File: src/rtl/cpu_defs_pkg.sv
// Shared CPU definitions: load-type encoding, register-number width and the
// instruction record carried from memory into writeback.
package cpu_defs_pkg;

    localparam int REG_W = 5;
    localparam int LT_W  = 3;

    typedef logic [LT_W-1:0] load_type_t;

    localparam load_type_t LT_NONE = 3'd0;
    localparam load_type_t LT_LB   = 3'd1;
    localparam load_type_t LT_LBU  = 3'd2;
    localparam load_type_t LT_LH   = 3'd3;
    localparam load_type_t LT_LHU  = 3'd4;
    localparam load_type_t LT_LW   = 3'd5;
    localparam load_type_t LT_LWL  = 3'd6;
    localparam load_type_t LT_LWR  = 3'd7;

    // Everything writeback needs from memory except the parameterised PC.
    typedef struct packed {
        load_type_t       load_type;
        logic [1:0]       addr_low;
        logic [31:0]      rt_old;
        logic [31:0]      result;
        logic             rf_wen;
        logic [REG_W-1:0] rf_waddr;
    } wb_inst_t;

    function automatic logic [31:0] ext8(input logic [7:0] b, input logic sgn);
        return {{24{sgn & b[7]}}, b};
    endfunction

    function automatic logic [31:0] ext16(input logic [15:0] h, input logic sgn);
        return {{16{sgn & h[15]}}, h};
    endfunction

endpackage

File: src/rtl/load_align.sv
// Combinational load-data aligner: selects, extends or merges the data-SRAM
// word according to load type and address offset (little-endian).
module load_align
    import cpu_defs_pkg::*;
(
    input  load_type_t  load_type,
    input  logic [1:0]  addr_low,
    input  logic [31:0] rdata,
    input  logic [31:0] rt_old,
    input  logic [31:0] result,
    output logic [31:0] wdata
);

    logic [7:0]  byte_sel;
    logic [15:0] half_sel;
    logic [31:0] lwl_data;
    logic [31:0] lwr_data;

    assign byte_sel = rdata[{addr_low, 3'b000} +: 8];
    assign half_sel = addr_low[1] ? rdata[31:16] : rdata[15:0];

    // LWL fills the upper bytes from memory, LWR the lower bytes; the rest keep rt.
    always_comb begin
        unique case (addr_low)
            2'd0:    lwl_data = {rdata[7:0],  rt_old[23:0]};
            2'd1:    lwl_data = {rdata[15:0], rt_old[15:0]};
            2'd2:    lwl_data = {rdata[23:0], rt_old[7:0]};
            default: lwl_data = rdata;
        endcase
    end

    always_comb begin
        unique case (addr_low)
            2'd0:    lwr_data = rdata;
            2'd1:    lwr_data = {rt_old[31:24], rdata[31:8]};
            2'd2:    lwr_data = {rt_old[31:16], rdata[31:16]};
            default: lwr_data = {rt_old[31:8],  rdata[31:24]};
        endcase
    end

    always_comb begin
        // NOTE: default assigned before the case so no path leaves wdata unassigned (no latch).
        wdata = result;
        case (load_type)
            LT_LB:   wdata = ext8(byte_sel, 1'b1);
            LT_LBU:  wdata = ext8(byte_sel, 1'b0);
            LT_LH:   wdata = ext16(half_sel, 1'b1);
            LT_LHU:  wdata = ext16(half_sel, 1'b0);
            LT_LW:   wdata = rdata;
            LT_LWL:  wdata = lwl_data;
            LT_LWR:  wdata = lwr_data;
            default: wdata = result;
        endcase
    end

endmodule

File: src/rtl/writeback_stage.sv
// Final pipeline stage: registers the instruction from memory, holds the SRAM
// read word across stalls, aligns load data and commits one RF write per instruction.
module writeback_stage
    import cpu_defs_pkg::*;
#(
    parameter int PC_W  = 32,
    parameter int CNT_W = 32
) (
    input  logic              clk,
    input  logic              resetn,
    input  logic              mem_to_wb_valid,
    output logic              wb_allowin,
    input  logic [PC_W-1:0]   mem_pc,
    input  logic [LT_W-1:0]   mem_load_type,
    input  logic [1:0]        mem_addr_low,
    input  logic [31:0]       mem_rt_old,
    input  logic [31:0]       mem_result,
    input  logic              mem_rf_wen,
    input  logic [REG_W-1:0]  mem_rf_waddr,
    input  logic [31:0]       data_sram_rdata,
    input  logic              wb_stall,
    output logic              rf_wen,
    output logic [REG_W-1:0]  rf_waddr,
    output logic [31:0]       rf_wdata,
    output logic              wb_fwd_valid,
    output logic [REG_W-1:0]  wb_fwd_waddr,
    output logic [31:0]       wb_fwd_wdata,
    output logic [PC_W-1:0]   debug_wb_pc,
    output logic [3:0]        debug_wb_rf_wen,
    output logic [REG_W-1:0]  debug_wb_rf_wnum,
    output logic [31:0]       debug_wb_rf_wdata,
    output logic [CNT_W-1:0]  retire_cnt
);

    logic             wb_valid_q,        wb_valid_d;
    logic [PC_W-1:0]  wb_pc_q,           wb_pc_d;
    wb_inst_t         wb_inst_q,         wb_inst_d;
    logic [31:0]      rdata_buf_q,       rdata_buf_d;
    logic             rdata_buf_valid_q, rdata_buf_valid_d;
    logic [CNT_W-1:0] retire_cnt_q,      retire_cnt_d;

    logic        ready_go;
    logic        commit;
    logic        wen_nz;
    logic [31:0] rdata_sel;
    logic [31:0] wdata;

    assign ready_go   = !wb_stall;
    assign wb_allowin = !wb_valid_q || ready_go;
    assign commit     = wb_valid_q && ready_go;
    assign rdata_sel  = rdata_buf_valid_q ? rdata_buf_q : data_sram_rdata;

    always_comb begin
        wb_valid_d        = wb_valid_q;
        wb_pc_d           = wb_pc_q;
        wb_inst_d         = wb_inst_q;
        rdata_buf_d       = rdata_buf_q;
        rdata_buf_valid_d = rdata_buf_valid_q;
        retire_cnt_d      = retire_cnt_q;

        if (wb_allowin) begin
            wb_valid_d = mem_to_wb_valid;
            // Any edge that lets writeback move on either accepts a new
            // instruction or empties the stage, so the held word is stale.
            rdata_buf_valid_d = 1'b0;
            if (mem_to_wb_valid) begin
                wb_pc_d   = mem_pc;
                wb_inst_d = '{load_type: load_type_t'(mem_load_type),
                              addr_low:  mem_addr_low,
                              rt_old:    mem_rt_old,
                              result:    mem_result,
                              rf_wen:    mem_rf_wen,
                              rf_waddr:  mem_rf_waddr};
            end
        end else if (!rdata_buf_valid_q) begin
            // First stalled cycle: the SRAM word is valid only now, so keep it.
            rdata_buf_d       = data_sram_rdata;
            rdata_buf_valid_d = 1'b1;
        end

        if (commit) begin
            retire_cnt_d = retire_cnt_q + CNT_W'(1);
        end
    end

    // NOTE: state registers use non-blocking assignments so every flop samples pre-edge values.
    always_ff @(posedge clk or negedge resetn) begin
        if (!resetn) begin
            wb_valid_q        <= 1'b0;
            wb_pc_q           <= '0;
            wb_inst_q         <= '0;
            rdata_buf_q       <= '0;
            rdata_buf_valid_q <= 1'b0;
            retire_cnt_q      <= '0;
        end else begin
            wb_valid_q        <= wb_valid_d;
            wb_pc_q           <= wb_pc_d;
            wb_inst_q         <= wb_inst_d;
            rdata_buf_q       <= rdata_buf_d;
            rdata_buf_valid_q <= rdata_buf_valid_d;
            retire_cnt_q      <= retire_cnt_d;
        end
    end

    load_align u_load_align (
        .load_type (wb_inst_q.load_type),
        .addr_low  (wb_inst_q.addr_low),
        .rdata     (rdata_sel),
        .rt_old    (wb_inst_q.rt_old),
        .result    (wb_inst_q.result),
        .wdata     (wdata)
    );

    // $0 is hardwired; a write to it is neither committed nor forwarded.
    assign wen_nz = wb_inst_q.rf_wen && (wb_inst_q.rf_waddr != '0);

    assign rf_wen            = commit && wen_nz;
    assign rf_waddr          = wb_inst_q.rf_waddr;
    assign rf_wdata          = wdata;

    assign wb_fwd_valid      = wb_valid_q && wen_nz;
    assign wb_fwd_waddr      = wb_inst_q.rf_waddr;
    assign wb_fwd_wdata      = wdata;

    assign debug_wb_pc       = wb_pc_q;
    assign debug_wb_rf_wen   = {4{rf_wen}};
    assign debug_wb_rf_wnum  = wb_inst_q.rf_waddr;
    assign debug_wb_rf_wdata = wdata;

    assign retire_cnt        = retire_cnt_q;

endmodule
File: config.mk
export PLATFORM = sky130hd
export DESIGN_NAME = writeback_stage
export DESIGN_NICKNAME = d
export VERILOG_FILES = /design/src/rtl/cpu_defs_pkg.sv /design/src/rtl/load_align.sv /design/src/rtl/writeback_stage.sv
export SDC_FILE = /design/constraint.sdc
export NUM_CORES = 1
export LEC_CHECK = 0
export BUFFER_PORTS_ARGS = -buffer_cell sky130_fd_sc_hd__buf_4
export CELL_PAD_IN_SITES_DETAIL_PLACEMENT = 2
export CELL_PAD_IN_SITES_GLOBAL_PLACEMENT = 2
export CORE_ASPECT_RATIO = 0.75
export CORE_MARGIN = 5
export CORE_UTILIZATION = 30
export DETAILED_ROUTE_END_ITERATION = 12
export GPL_TIMING_DRIVEN = 0
export PLACE_DENSITY_LB_ADDON = 0.1
export SLEW_MARGIN = 10
export SYNTH_ARGS = -nofsm -noshare
export SYNTH_HDL_FRONTEND = slang
export SYNTH_SLANG_ARGS = --single-unit
File: constraint.sdc
create_clock -name clk -period 4.45 [get_ports clk]
set_input_delay 0 -clock clk [delete_from_list [all_inputs] [get_ports clk]]
set_output_delay 0 -clock clk [all_outputs]
set_load 0.03 [all_outputs]
==> impl_metrics.yaml, run 1 <==
run_status:
  status: "finished clean"
yosys:
  synth_edf_count: 0
  synth_top_flop_cell: "dfrtp_1"
  synth_seq_cells: 173
  synth.distinct_cells: 61
  synthTopCellsByArea: "dfrtp_1 (43%), mux2_2 (13%), buf_4 (6.3%), mux4_2 (4.5%), o21ai_0 (3.8%)"
  synth_common_cells: "dfrtp_1 (173), mux2_2 (114), nand2_1 (94), buf_4 (85), o21ai_0 (76)"
  syn_avg_cell_area_um2: 10.3
  synth_nets: 1128
  ys_warn_count: 0
  synth_area_um2: 10100
  synth_top_area_share_pct: 42.9
  synth_top_area_cell: "dfrtp_1"
  yosysSeqAreaShare_pct: 42.9
  synth_cells: 984
  synthArstFlopShare_pct: 100
  post-synth-top-count-cell: "dfrtp_1"
placement:
  dpl.cell_count: 1759
  portBuffers: 324
  place_area_um2: 13100
  place_congestion: 0.918
  dp_hpwl_mm: 35.8
sta:
  tns_ns: 0
  worst_hold_slack_ns: 0.0124
  min_period_ns: 3.66
  fin_skew_ns: 0.0145
  fmax_mhz: 273
  fin_crit_sh_pct: 82.3
  rsz0062_at_grt: "false"
  hold_viol_final: 0
  setup_violations: 0
  tightest_slew_ns: 1.29
  relSlewSlack_pct: 11.3
  drv_slew: 0
routing:
  antenna_left: 0
  wl_mm: 49.4
  num_vias: 9802
  first_pass_iters: 6
  wl_per_cell_um: 25.8
  avgViaCountPerCell: 5.13
  drt_iter0_markers: 605
  drc: 0
floorplanning:
  fp.coreArea_um2: 33400
  dieArea_um2: 37400
  placement_rows: 58
  start_util_pct: 30.2
  die_w_um: 222
  ioPinCount: 325
  die_h_um: 169
worst_setup_path:
  crit_arrival_ns: 3.66
  startpoint_type: "register"
  critPathCaptureType: "primary output"
  worst-endpoint-required_ns: 4.45
  rr_startpoint: "wb_valid_q"
  startpoint: "rdata_buf_valid_q"
  path_class: "reg2out"
  critPathMaxFanout: 10
power_and_ir_drop:
  p_sw_w: 0.00298
  leakagePower_nw: 6.76
  ir_worst_vdd_mv: 0.223
  p_per_area_nw_per_um2: 461
  pwr-share-clk_pct: 22.9
  internal_power_w: 0.00389
  swShare_pct: 43.4
  power_w: 0.00686
  p_comb_share_pct: 48.1
  pwr-share-seq_pct: 28.9
cts:
  cts_resized: 0
  cts_hold_buf: 119
  cts_tree: "done"
  cts_buffers: 17
  root_buffer: "clkbuf_16"
  cts-htree-levels: 4
  cts_num_sinks: 173
  cts.clk_slew.worst_paths_ns: 0.08
  clock_latency_ns: 0.48
  cts_setup_buffers: 0
  clock_path_buffers: 2
global_route:
  grt_max_degree: 99
  grt_usage_pct: 25.8
  overflow: 0
  grt_pass1_vias: 11000
  antenna_found_initial: 1
  grt_pass1_wl_mm: 73.2
worst_hold_path:
  hold_path_startpoint: "data_sram_rdata[9]"
  min_path_type: "in2reg"
layout:
  instances_no_fill: 1911
  syn_to_final_growth_pct: 47.8
  fin_nets: 1591
  drive_above_1_share_pct: 41.8
  final_area_um2: 14900
  fill_cells: 3559
flow_run:
  max_cap_violations: 0
## placed cells by master, fill, tap and decap left out, types with 20 or more instances in the layout
cell type | synthesis | layout
mux2_2 | 114 | 114
a21oi_1 | 41 | 41
clkbuf_1 | 35 | 35
dfrtp_1 | 173 | 173
nor2_1 | 67 | 67
inv_1 | 24 | 24
mux4_2 | 20 | 20
dlygate4sd3_1 | 0 | 119
mux2i_1 | 37 | 37
buf_4 | 85 | 408
o22ai_1 | 22 | 22
buf_2 | 21 | 21
nand2_1 | 94 | 94
o21ai_0 | 76 | 76
xnor2_1 | 24 | 24
## final timing paths
kind	end	slack [ns]	depth (start not counted)
max in group asynchronous	debug_wb_pc[11]	3.38	3
worst max-delay path	rf_wdata[4]	0.79	8
worst min-delay path	rdata_buf_q[9]	0.01	3
worst min register to register	retire_cnt[31]	0.47	1
min in group asynchronous	rdata_buf_q[27]	0.13	2
worst max register to register	wb_inst_q[70]	1.82	6
## sequential cells by signal, summed over array words and instances (netlist names)
signal             flops
rdata_buf_q           32
rdata_buf_valid_q      1
wb_valid_q             1
debug_wb_pc           32
retire_cnt            32
wb_inst_q             70
debug_wb_rf_wnum       5
## power by group through the flow
stage                     Sequential, W  Clock (W)  Combinational [W]
after floorplan                 0.00209          0            0.00182
after global placement          0.00199          0            0.00311
after detailed placement        0.00201          0            0.00317
after CTS                       0.00198    0.00160            0.00327
after global routing            0.00202    0.00167            0.00348
final                           0.00199    0.00157            0.00331
## layout make-up
class / instances / area (um2) / share of cell area, %
Multi-Input combinational cell: 642 / 4760 / 32.0
Sequential cell: 173 / 4330 / 29.0
Timing Repair Buffer: 444 / 3660 / 24.5
Buffer: 144 / 901 / 6.04
Tap cell: 450 / 563 / 3.78
Clock buffer: 17 / 425 / 2.85
Clock inverter: 15 / 169 / 1.13
Inverter: 25 / 93.8 / 0.630
Antenna cell: 1 / 2.50 / 0.0168
## worst max-delay path, cell delays in order, from the launching register on
cell     delay (ns)
dfrtp_1        0.35
buf_6          0.15
buf_2          0.35
mux2i_1        1.09
mux4_2         0.55
a21o_1         0.12
o21ai_0        0.20
buf_4          0.21
buf_4          0.16
## logic make-up after synthesis
family / after synthesis / share of synthesized area [%]
AND/OR/NAND/NOR: 223 / 9.99
AO/OA/AOI/OAI: 216 / 13.6
flip-flops: 173 / 42.9
multiplexers: 171 / 20.9
buffers and inverters: 169 / 9.86
XOR/XNOR: 31 / 2.69
adder cells (fa/ha/maj): 1 / 0.124
## metal layers
layer	part of all wire (%)	global-route usage [%]	routed length, um	vias to the layer above
li1	-	-	-	4382
met1	43	33.6	21400	5044
met2	49	43.3	24000	330
met3	6.6	6.92	3260	46
met4	1.5	5.81	742	0
met5	0	0	0	-
## stage by stage
| step | worst slack [ns] | util, % |
|---|---|---|
| 6_report | 0.789 | 44.7 |
| 5_1_grt | 0.676 | 44.6 |
| 4_1_cts | 0.874 | 44.6 |
| 3_5_place_dp | 1.41 | 39.3 |
| 3_3_place_gp | 1.46 | 39.2 |
| 2_1_floorplan | 2.04 | - |
Power figures use the tool's default switching activity.
==> inputs of run 2 (changes only) <==
Settings changed: CORE_UTILIZATION 30 to 28.
Clock period 4.45 ns to 3.2 ns, I/O delays scaled along.
==> impl_metrics.yaml, run 2 (synthesis results as in run 1) <==
worst_setup_path:
  crit_chain: "buf_2 > clkbuf_1 > nor2_1 > a211oi_1 > a21oi_1 > o221ai_2 > o22a_1 > buf_4 > buf_4"
  path_class: "reg2out"
  rr_startpoint: "wb_valid_q"
  critPathCaptureType: "primary output"
  worst_path_max_delay_cell: "clkbuf_1"
  r2r_slack_ns: 0.47
  worst-endpoint-required_ns: 3.20
  critPathMaxFanout: 10
  r2r_end: "wb_inst_q[70]"
  max_stage_delay_ns: 0.56
  crit_top_cell: "buf_4"
  startpoint_type: "register"
  crit_arrival_ns: 3.14
  rr_worst_depth: 6
power_and_ir_drop:
  p_sw_w: 0.00408
  power_w: 0.00975
  internal_power_w: 0.00567
  ir_worst_vdd_mv: 0.343
  leakagePower_nw: 6.85
  p_per_area_nw_per_um2: 637
  swShare_pct: 41.9
  pwr-share-seq_pct: 28.5
  pwr-share-clk_pct: 23.7
  p_comb_share_pct: 47.8
placement:
  pre_cts_ws_ns: 0.128
  portBuffers: 324
  place_congestion: 0.889
  dpl.cell_count: 1774
  dp_hpwl_mm: 36.1
sta:
  relSlewSlack_pct: 43.8
  tightest_slew_ns: 0.843
  worst_hold_slack_ns: -0.00242
  rsz0062_at_grt: "true"
  drv_slew: 0
  hold_viol_final: 1
  min_period_ns: 3.14
  tns_ns: 0
  fin_crit_sh_pct: 98.1
  fmax_mhz: 319
  setup_violations: 0
  fin_skew_ns: 0.0179
  setup_ws_ns: 0.0603
worst_hold_path:
  hold_path_startpoint: "data_sram_rdata[1]"
  min_path_type: "in2reg"
  min_to: "rdata_buf_q[1]"
  min_delay_path_depth: 3
cts:
  cts.clk_slew.worst_paths_ns: 0.08
  cts_tree: "done"
  cts_buffers: 17
  clock_path_buffers: 2
  clock_latency_ns: 0.47
  root_buffer: "clkbuf_16"
  cts-htree-levels: 4
  cts_num_sinks: 173
global_route:
  grt_pass1_vias: 10800
  overflow: 0
  grt_pass1_wl_mm: 72.3
  grt_usage_pct: 23.9
  grt_max_degree: 92
  antenna_found_initial: 2
routing:
  first_pass_iters: 6
  drt_iter0_markers: 725
  antenna_left: 0
  num_vias: 9817
  drc: 0
  wl_per_cell_um: 25.3
  wl_mm: 49.0
  avgViaCountPerCell: 5.07
run_status:
  violations: "hold timing"
  status: "finished with violations"
layout:
  syn_to_final_growth_pct: 51.8
  final_cell_mix: "buf_4 (410), dfrtp_1 (173), dlygate4sd3_1 (125)"
  fin_nets: 1599
  largest_register_ffs: 70
  instances_no_fill: 1935
  final_common_cell: "buf_4"
  regMostFlops: "wb_inst_q"
  drive_above_1_share_pct: 45.0
flow_run:
  max_cap_violations: 0
floorplanning:
  dieArea_um2: 40000
  ioPinCount: 325
  start_util_pct: 28.2
  die_h_um: 174
  placement_rows: 60
  fp.coreArea_um2: 35700
  die_w_um: 229
## run 2: cell types whose count changed in the layout (fill, tap and decap cells not counted), sizes merged
| cell | previous run | this run |
|---|---|---|
| dlygate4sd3 | 119 | 125 |
| bufinv | 0 | 3 |
| buf | 434 | 436 |
| inv | 33 | 31 |
| clkinv | 5 | 4 |
| diode | 1 | 2 |
## run 2: how the worst max path moves through the flow
stage	from	endpoint	slack, ns	cells after the start
3_3_place_gp	rdata_buf_valid_q	rf_wdata[3]	0.13	8
6_report	wb_inst_q[71]	rf_wdata[21]	0.06	9
3_5_place_dp	rdata_buf_valid_q	rf_wdata[3]	0.13	8
2_1_floorplan	rdata_buf_valid_q	rf_wdata[5]	0.79	8
4_1_cts	wb_inst_q[71]	rf_wdata[26]	0.01	8
5_1_grt	rdata_buf_valid_q	rf_wdata[18]	-0.06	9
## run 2: power by group through the flow
stage / Combinational (W) / Clock [W] / Sequential, W
2_1_floorplan: 0.00253 / 0 / 0.00290
3_3_place_gp: 0.00434 / 0 / 0.00277
3_5_place_dp: 0.00440 / 0 / 0.00279
4_1_cts: 0.00459 / 0.00236 / 0.00276
5_1_grt: 0.00491 / 0.00247 / 0.00282
6_report: 0.00467 / 0.00231 / 0.00278
## run 2: stage by stage
stage               area, um2  utilization (%)
floorplan               10100                -
global placement        13100             36.7
detailed placement      13100             36.8
CTS                     15100             42.3
global route            15300             42.8
finish                  15300             42.8
## run 2: per-layer routing
metal | part of all wire (%) | global-route usage, %
met1 | 44 | 32.2
met2 | 48 | 39.7
met3 | 6.3 | 6.37
met4 | 1.1 | 3.93
met5 | 0 | 0
## run 2: what timing repair did
item                                    in CTS  in global routing
gates resized for setup                     30                 37
hold buffers                               121                  4
setup buffers                                0                  3
endpoints found under the hold margin      204                  4
endpoints found under the setup margin      61                 57
## run 2: layout make-up
cell class / instances / area [um2]
diodes: 2 / 5.00
plain buffers: 143 / 912
clock buffers: 17 / 425
clock inverters: 15 / 199
fillers: 3800 / 20400
inverters: 25 / 93.8
multi-input cells: 642 / 5010
flip-flops and latches: 173 / 4330
well taps: 465 / 582
repair buffers: 453 / 3750
## run 2: critical path, delay by kind of cell (launching register included)
kind	cells	cell delay, ns
compound gates	4	0.96
simple gates	1	0.11
flops	1	0.42
buf+inv	4	1.18
==> inputs of run 3 (changes only) <==
Settings changed: CELL_PAD_IN_SITES_DETAIL_PLACEMENT 2 to 0, CELL_PAD_IN_SITES_GLOBAL_PLACEMENT 2 to 1, CORE_UTILIZATION 28 to 30, MAX_ROUTING_LAYER from default to met4, SKIP_CTS_REPAIR_TIMING from default to 1.
==> impl_metrics.yaml, run 3 (synthesis results as in run 1) <==
worst_hold_path:
  hold_path_startpoint: "data_sram_rdata[15]"
  min_delay_path_depth: 3
  min_path_type: "in2reg"
  min_to: "rdata_buf_q[15]"
worst_setup_path:
  critPathCaptureType: "primary output"
  startpoint: "rdata_buf_valid_q"
  crit_arrival_ns: 3.12
  r2r_end: "wb_inst_q[48]"
  critPathMaxFanout: 10
  path_class: "reg2out"
  worst-endpoint-required_ns: 3.20
  r2r_slack_ns: 0.66
  rr_startpoint: "wb_valid_q"
  rr_worst_depth: 6
  startpoint_type: "register"
power_and_ir_drop:
  internal_power_w: 0.00572
  pwr-share-clk_pct: 24.5
  ir_worst_vdd_mv: 0.402
  p_comb_share_pct: 46.8
  pwr-share-seq_pct: 28.7
  p_sw_w: 0.00388
  leakagePower_nw: 6.80
  p_per_area_nw_per_um2: 637
  swShare_pct: 40.4
global_route:
  antenna_found_initial: 4
  grt_pass1_vias: 9302
  overflow: 0
  grt_pass1_wl_mm: 61.0
  grt_usage_pct: 22.3
  grt_max_degree: 89
sta:
  setup_violations: 0
  relSlewSlack_pct: 45.4
  worst_hold_slack_ns: -0.0192
  tightest_slew_ns: 0.816
  drv_slew: 0
  min_period_ns: 3.12
  fin_skew_ns: 0.00649
  setup_ws_ns: 0.0841
  hold_viol_final: 2
  fmax_mhz: 321
  fin_crit_sh_pct: 97.4
floorplanning:
  fp.coreArea_um2: 33400
  dieArea_um2: 37400
  start_util_pct: 30.2
  placement_rows: 58
  die_w_um: 222
  die_h_um: 169
  ioPinCount: 325
cts:
  clock_latency_ns: 0.45
  cts-htree-levels: 4
  cts_tree: "done"
  root_buffer: "clkbuf_16"
  cts.clk_slew.worst_paths_ns: 0.07
  cts_buffers: 17
  cts_num_sinks: 173
  clock_path_buffers: 2
run_status:
  status: "finished with violations"
  violations: "hold timing"
placement:
  pre_cts_ws_ns: 0.186
  place_congestion: 0.953
  dp_hpwl_mm: 32.1
  portBuffers: 324
  dpl.cell_count: 1759
layout:
  instances_no_fill: 1909
  post-route-util_pct: 45.2
  fin_nets: 1587
  final_common_cell: "buf_4"
  largest_register_ffs: 70
  syn_to_final_growth_pct: 49.4
  drive_above_1_share_pct: 44.0
  regMostFlops: "wb_inst_q"
  fill_cells: 3292
  final_cell_mix: "buf_4 (409), dfrtp_1 (173), dlygate4sd3_1 (115)"
flow_run:
  max_cap_violations: 0
routing:
  wl_mm: 41.9
  routed.top_layer: "met4"
  wl_met2_mm: 19.0
  wl_per_cell_um: 21.9
  first_pass_iters: 6
  avgViaCountPerCell: 4.97
  wl_met3_mm: 2.39
  drc: 0
  antenna_left: 0
  num_vias: 9487
  wl_met1_mm: 20.1
  drt_iter0_markers: 838
[run 3: worst max-delay path, cell delays in order, from the launching register on]
cell and delay (ns):
dfrtp_1 0.35, buf_6 0.15, buf_4 0.26, mux2i_2 0.61
a2111oi_0 0.22, a21oi_1 0.16, o22ai_1 0.10, o32a_1 0.47
buf_4 0.18, buf_4 0.16
[run 3: layout make-up]
cell class,count,area [um2],area share [%]
Inverter,25,93.8,0.623
Sequential cell,173,4330,28.7
Clock buffer,18,439,2.91
Clock inverter,14,211,1.40
Buffer,143,907,6.02
Antenna cell,3,7.51,0.0498
Tap cell,450,563,3.74
Timing Repair Buffer,441,3630,24.1
Multi-Input combinational cell,642,4900,32.5
[run 3: worst max path at each step]
stage	endpoint	slack, ns	cells past startpoint
3_5_place_dp	wb_fwd_wdata[13]	0.19	9
4_1_cts	rf_wdata[3]	-0.31	8
2_1_floorplan	rf_wdata[5]	0.79	8
5_1_grt	wb_fwd_wdata[1]	-0.0001	8
3_3_place_gp	wb_fwd_wdata[3]	0.21	8
6_report	wb_fwd_wdata[18]	0.08	9
[run 3: power groups by stage]
stage	clock [W]	combinational, W	sequential (W)
2_1_floorplan	0	0.00253	0.00290
3_3_place_gp	0	0.00431	0.00277
3_5_place_dp	0	0.00433	0.00278
4_1_cts	0.00241	0.00434	0.00274
5_1_grt	0.00250	0.00475	0.00280
6_report	0.00235	0.00449	0.00276
[run 3: routing by layer]
metal	up-vias	track usage, %
li1	4380	-
met1	4748	32.1
met2	329	32.6
met3	30	4.56
met4	0	4.61
met5	-	-
[run 3: metrics by stage]
step                      cell area, um2  setup TNS, ns  hold slack, ns  power (W)
after global placement             13100              0           0.203    0.00708
final                              15100              0         -0.0192    0.00960
after global routing               15100      -0.000124       -0.000412     0.0100
after detailed placement           13100              0          0.0894    0.00711
after CTS                          13800          -6.79          -0.394    0.00949
after floorplan                    10100              0          -0.296    0.00543
